## src/rtl/button_conditioner_pkg.sv

```systemverilog
// Shared definitions for the pushbutton conditioner: button indices,
// repeat FSM states and the command priority order.
package button_conditioner_pkg;

  localparam int N_BTN     = 5;
  localparam int BTN_SET   = 0;
  localparam int BTN_UP    = 1;
  localparam int BTN_DOWN  = 2;
  localparam int BTN_LEFT  = 3;
  localparam int BTN_RIGHT = 4;

  // Number of buttons that auto-repeat (up and down, contiguous indices)
  localparam int N_RPT     = 2;

  typedef enum logic [1:0] {
    IDLE   = 2'd0,
    HOLD   = 2'd1,
    REPEAT = 2'd2
  } rpt_state_e;

  // Highest priority first
  localparam int PRIO_ORDER [N_BTN] = '{BTN_SET, BTN_UP, BTN_DOWN, BTN_LEFT, BTN_RIGHT};

  // One-hot of the highest-priority request bit, or zero if none is set.
  // Walks from lowest to highest priority so the winner overwrites.
  function automatic logic [N_BTN-1:0] pick_highest(input logic [N_BTN-1:0] req);
    logic [N_BTN-1:0] grant;
    grant = '0;
    for (int i = N_BTN - 1; i >= 0; i--) begin
      if (req[PRIO_ORDER[i]]) begin
        grant                = '0;
        grant[PRIO_ORDER[i]] = 1'b1;
      end
    end
    return grant;
  endfunction

endpackage

```

## src/rtl/btn_debounce.sv

```systemverilog
// Single-button front end: 2-flop synchronizer, debounce counter and
// stable level, with combinational press/release strobes that are valid
// in the cycle before the stable level changes.
module btn_debounce #(
  parameter int DEBOUNCE_CYCLES = 4
) (
  input  logic i_clk,
  input  logic i_rstn,
  input  logic i_raw,
  output logic o_press,
  output logic o_release
);

  localparam int                CNT_W    = $clog2(DEBOUNCE_CYCLES + 1);
  localparam logic [CNT_W-1:0]  CNT_LAST = CNT_W'(DEBOUNCE_CYCLES - 1);

  logic             sync1_q, sync2_q;
  logic             stable_q, stable_d;
  logic [CNT_W-1:0] cnt_q, cnt_d;
  logic             flip;

  // Counter runs only while the synchronized level disagrees with stable
  always_comb begin
    cnt_d    = cnt_q;
    stable_d = stable_q;
    flip     = 1'b0;
    if (sync2_q == stable_q) begin
      cnt_d = '0;
    end else if (cnt_q == CNT_LAST) begin
      flip     = 1'b1;
      stable_d = ~stable_q;
      cnt_d    = '0;
    end else begin
      cnt_d = cnt_q + 1'b1;
    end
  end

  assign o_press   = flip & ~stable_q;
  assign o_release = flip &  stable_q;

  // Synchronizer chain, stable level and debounce counter
  always_ff @(posedge i_clk or negedge i_rstn) begin
    if (!i_rstn) begin
      sync1_q  <= 1'b0;
      sync2_q  <= 1'b0;
      stable_q <= 1'b0;
      cnt_q    <= '0;
    end else begin
      sync1_q  <= i_raw;
      sync2_q  <= sync1_q;
      stable_q <= stable_d;
      cnt_q    <= cnt_d;
    end
  end

endmodule

```

## src/rtl/button_conditioner.sv

```systemverilog
// Turns five raw pushbuttons into one-hot, single-cycle command pulses:
// per-button debounce, auto-repeat on up/down, pending bits with merge,
// and a fixed-priority arbiter feeding registered outputs.
module button_conditioner
  import button_conditioner_pkg::*;
#(
  parameter int DEBOUNCE_CYCLES     = 4,
  parameter int REPEAT_DELAY_CYCLES = 20,
  parameter int REPEAT_RATE_CYCLES  = 8
) (
  input  logic             i_clk,
  input  logic             i_rstn,
  input  logic [N_BTN-1:0] i_btn_raw,
  output logic             o_set,
  output logic             o_up,
  output logic             o_down,
  output logic             o_left,
  output logic             o_right
);

  localparam int RPT_MAX = (REPEAT_DELAY_CYCLES > REPEAT_RATE_CYCLES) ?
                           REPEAT_DELAY_CYCLES : REPEAT_RATE_CYCLES;
  localparam int RPT_W   = $clog2(RPT_MAX + 1);
  localparam logic [RPT_W-1:0] DELAY_LAST = RPT_W'(REPEAT_DELAY_CYCLES - 1);
  localparam logic [RPT_W-1:0] RATE_LAST  = RPT_W'(REPEAT_RATE_CYCLES - 1);

  logic [N_BTN-1:0] press;
  logic [N_BTN-1:0] rel;
  logic             unused_rel;

  for (genvar g = 0; g < N_BTN; g++) begin : g_deb
    btn_debounce #(
      .DEBOUNCE_CYCLES(DEBOUNCE_CYCLES)
    ) u_deb (
      .i_clk    (i_clk),
      .i_rstn   (i_rstn),
      .i_raw    (i_btn_raw[g]),
      .o_press  (press[g]),
      .o_release(rel[g])
    );
  end

  // Release only matters to the repeating buttons
  assign unused_rel = ^{rel[BTN_SET], rel[BTN_LEFT], rel[BTN_RIGHT]};

  rpt_state_e       st_q   [N_RPT];
  rpt_state_e       st_d   [N_RPT];
  logic [RPT_W-1:0] rcnt_q [N_RPT];
  logic [RPT_W-1:0] rcnt_d [N_RPT];
  logic [N_RPT-1:0] rpt_ev;

  // Repeat FSM next state: delay before the first repeat, then fixed rate;
  // a release wins over a coincident repeat event
  always_comb begin
    for (int k = 0; k < N_RPT; k++) begin
      st_d[k]   = st_q[k];
      rcnt_d[k] = rcnt_q[k];
      rpt_ev[k] = 1'b0;
      case (st_q[k])
        IDLE: begin
          if (press[BTN_UP + k]) begin
            st_d[k]   = HOLD;
            rcnt_d[k] = '0;
          end
        end
        HOLD: begin
          if (rcnt_q[k] == DELAY_LAST) begin
            rpt_ev[k] = 1'b1;
            st_d[k]   = REPEAT;
            rcnt_d[k] = '0;
          end else begin
            rcnt_d[k] = rcnt_q[k] + 1'b1;
          end
        end
        REPEAT: begin
          if (rcnt_q[k] == RATE_LAST) begin
            rpt_ev[k] = 1'b1;
            rcnt_d[k] = '0;
          end else begin
            rcnt_d[k] = rcnt_q[k] + 1'b1;
          end
        end
        default: begin
          st_d[k]   = IDLE;
          rcnt_d[k] = '0;
        end
      endcase
      if (rel[BTN_UP + k]) begin
        st_d[k]   = IDLE;
        rcnt_d[k] = '0;
        rpt_ev[k] = 1'b0;
      end
    end
  end

  // Repeat FSM state and counters
  always_ff @(posedge i_clk or negedge i_rstn) begin
    if (!i_rstn) begin
      for (int k = 0; k < N_RPT; k++) begin
        st_q[k]   <= IDLE;
        rcnt_q[k] <= '0;
      end
    end else begin
      for (int k = 0; k < N_RPT; k++) begin
        st_q[k]   <= st_d[k];
        rcnt_q[k] <= rcnt_d[k];
      end
    end
  end

  logic [N_BTN-1:0] ev;
  logic [N_BTN-1:0] grant;
  logic [N_BTN-1:0] pend_q, pend_d;
  logic [N_BTN-1:0] out_q;

  // Collect events, arbitrate, and merge events into already-pending bits
  always_comb begin
    ev           = press;
    ev[BTN_UP]   = press[BTN_UP]   | rpt_ev[0];
    ev[BTN_DOWN] = press[BTN_DOWN] | rpt_ev[1];
    grant        = pick_highest(pend_q);
    pend_d       = (pend_q & ~grant) | (ev & ~pend_q);
  end

  // Pending bits and registered one-hot command outputs
  always_ff @(posedge i_clk or negedge i_rstn) begin
    if (!i_rstn) begin
      pend_q <= '0;
      out_q  <= '0;
    end else begin
      pend_q <= pend_d;
      out_q  <= grant;
    end
  end

  assign o_set   = out_q[BTN_SET];
  assign o_up    = out_q[BTN_UP];
  assign o_down  = out_q[BTN_DOWN];
  assign o_left  = out_q[BTN_LEFT];
  assign o_right = out_q[BTN_RIGHT];

endmodule

```

## config.mk

```make
export PLATFORM = sky130hd
export DESIGN_NAME = button_conditioner
export DESIGN_NICKNAME = d
export VERILOG_FILES = /design/src/rtl/button_conditioner_pkg.sv /design/src/rtl/btn_debounce.sv /design/src/rtl/button_conditioner.sv
export SDC_FILE = /design/constraint.sdc
export NUM_CORES = 1
export LEC_CHECK = 0
export CORE_UTILIZATION = 41
export CTS_BUF_LIST = sky130_fd_sc_hd__clkbuf_2 sky130_fd_sc_hd__clkbuf_4 sky130_fd_sc_hd__clkbuf_8
export DETAILED_ROUTE_END_ITERATION = 8
export HOLD_SLACK_MARGIN = 0.1
export SLEW_MARGIN = 40
export SYNTH_ARGS = -nofsm -noshare
export SYNTH_HDL_FRONTEND = slang
export SYNTH_HIERARCHICAL = 1
export SYNTH_SLANG_ARGS = --single-unit
```

## constraint.sdc

```tcl
create_clock -name i_clk -period 4.2 [get_ports i_clk]
set_input_delay 0.63 -clock i_clk [delete_from_list [all_inputs] [get_ports i_clk]]
set_output_delay 0.63 -clock i_clk [all_outputs]
set_load 0.005 [all_outputs]
```

==> out/metrics.yaml <==
status: "complete, no violations"
antenna_found_initial: 0
drv_cap: 0
cpMostUsedCell: "nor3b_1"
stdcell_count: 294
p_leak_uw: 0.00119
die-area_mm2: 0.00634
cellPowerDensity_mw_per_mm2: 511
clk_pin_slew_ps: 90
drt-total-wl_um: 3680
cts_sinks: 54
grt_max_degree: 55
synth.avg_cell_area_um2: 12.2
via_per_inst: 5.19
reg2reg_slack_ps: 1880
drc: 0
place.gp.congestion: 0.803
cts-resized-gates: 0
synth_warnings: 6
slowest_stage: "a2111oi_2"
grt_pass1_vias: 1528
finalNetCount: 244
worst_slew_pin_slew_ps: 720
irDropWorstVdd_v: 0.000209
setup-violations-final: 0
cts-root-buf: "clkbuf_8"
cts_hold_buffers: 0
fin_tns_setup_ps: 0
grt_usage: 0.138
total_power_uw: 1410
drtIter0Drc: 68
start_util: 0.438
fill_cells: 508
reg2reg_to: "rcnt_q[8]$_DFFE_PN0P_"
crit_path_start_kind: "flop"
path_cells: "ha_1 > nand2b_4 > nor3b_1 > nor3b_1 > a2111oi_2 > o41ai_1 > o31ai_1"
cts_tree: "done"
skew_ps: 6.12
post-dp-hpwl_um: 2580
dp.cells: 287
grt_pass1_wl_um: 6760
whs_endpoint: "g_deb[1].u_deb/sync2_q$_DFF_PN0_"
synth_area_mm2: 0.00247
holdPathStages: 0
fp-row-count: 27
h-tree-depth: 2
path_class: "flop to flop"
grt-ovfl-total: 0
crit_path_end_kind: "flop"
holdCritStartpoint: "g_deb[1].u_deb/sync1_q$_DFF_PN0_"
wl_per_cell_um: 12.5
antennaDiodeCount: 0
post-cts-setup-buffers: 0
max_freq_mhz: 431
final_layout_size_suffix_gt1_frac: 0.108
reg2regPathDepth: 7
period_share: 0.552
synthToLayoutAreaGrowth_pct: 11.8
drtAntennaViolNets: 0
dr_total_vias: 1527
portBuffers: 11
reg2reg_from: "g_deb[1].u_deb/cnt_q[0]$_DFF_PN0_"
critPathRequiredTime_ps: 4410
hold_class: "flop to flop"
cts_buffer_depth: 2
slew_headroom: 0.519
slew_violations: 0
die_y_um: 79.6
core_area_mm2: 0.00564
cpPeakStageDelay_ps: 470
syn_inst: 203
multi_input_area_mm2: 0.00107
arrival_ps: 2530
die_w_um: 79.6
clkLatencyLatePin_ps: 300
synth_fp_nets: 225
rsz0062_at_grt: "false"
num_io_pins: 12
final-seq-area_mm2: 0.00135
finalCriticalPeriod_ps: 2320
drtPass1Iterations: 4
hold_violations: 0
critPathMaxFanout: 6
numCtsBuffers: 5
-- critical path: cells and delay by family, from the launching register on --
kind / cells / cell delay (ps)
AO/OA/AOI/OAI: 3 / 890
adder cells (fa/ha/maj): 1 / 220
AND/OR/NAND/NOR: 3 / 760
flip-flops: 1 / 360
-- layer usage --
layer | part of all wire | track usage | wire, µm
met3 | 0.036 | 0.0491 | 132
met2 | 0.46 | 0.215 | 1680
met1 | 0.50 | 0.175 | 1840
met4 | 0.0079 | 0.0509 | 29
met5 | 0 | 0 | 0
-- stage by stage --
stage	utilization	hold slack (ps)	setup slack, ps	instance area (µm²)
2_1_floorplan	-	331	2120	2470
5_1_grt	0.489	374	1570	2760
3_5_place_dp	0.473	336	1860	2670
4_1_cts	0.488	359	1850	2750
6_report	0.489	355	1880	2760
3_3_place_gp	0.473	332	1990	2670
-- worst max-delay path by stage --
| stage | start | to | depth (start not counted) |
|---|---|---|---|
| 6_report | g_deb[1].u_deb/cnt_q[0]$_DFF_PN0_ | rcnt_q[8]$_DFFE_PN0P_ | 7 |
| 5_1_grt | g_deb[1].u_deb/cnt_q[0]$_DFF_PN0_ | rcnt_q[8]$_DFFE_PN0P_ | 7 |
| 4_1_cts | g_deb[1].u_deb/cnt_q[0]$_DFF_PN0_ | rcnt_q[8]$_DFFE_PN0P_ | 7 |
| 3_5_place_dp | g_deb[1].u_deb/cnt_q[0]$_DFF_PN0_ | rcnt_q[8]$_DFFE_PN0P_ | 7 |
| 3_3_place_gp | g_deb[2].u_deb/cnt_q[0]$_DFF_PN0_ | rcnt_q[3]$_DFFE_PN0P_ | 7 |
| 2_1_floorplan | g_deb[2].u_deb/cnt_q[0]$_DFF_PN0_ | rcnt_q[3]$_DFFE_PN0P_ | 7 |
-- final cells by class --
class	instances	share of cell area
flip-flops and latches	54	0.490
multi-input cells	136	0.389
repair buffers	12	0.0408
well taps	72	0.0327
clock buffers	5	0.0249
inverters	13	0.0177
clock inverters	2	0.00499
-- layout by cell type (no fill, tap or decap), types with 2 or more instances in the layout --
cell type,instances
nor2_1,11
ha_1,15
or3_1,2
nand2_1,8
clkdlybuf4s50_1,10
clkbuf_8,5
dfrtp_1,54
nand2b_4,6
nor3b_1,21
o21ai_1,2
nand4bb_1,2
nand3b_1,2
a221oi_1,2
mux2_2,5
nor2b_1,3
xnor2_1,5
inv_1,13
a21oi_1,6
nand2b_1,3
and3b_1,7
a211oi_1,2
o21ai_0,6
nand3_1,5
mux2i_1,2
o41ai_1,2
nor3_1,6
-- sequential cells by signal (all words and copies together), names as in the netlist --
signal	cells
out_q	5
g_deb.u_deb/sync1_q	5
rcnt_q	10
g_deb.u_deb/sync2_q	5
g_deb.u_deb/cnt_q	15
pend_q	5
st_q	4
g_deb.u_deb/stable_q	5
-- where the power goes --
part	internal, µW	total, µW	switching [µW]
registers	635	708	72.7
clock network	116	279	163
logic	209	424	215
Power figures use the tool's default switching activity.
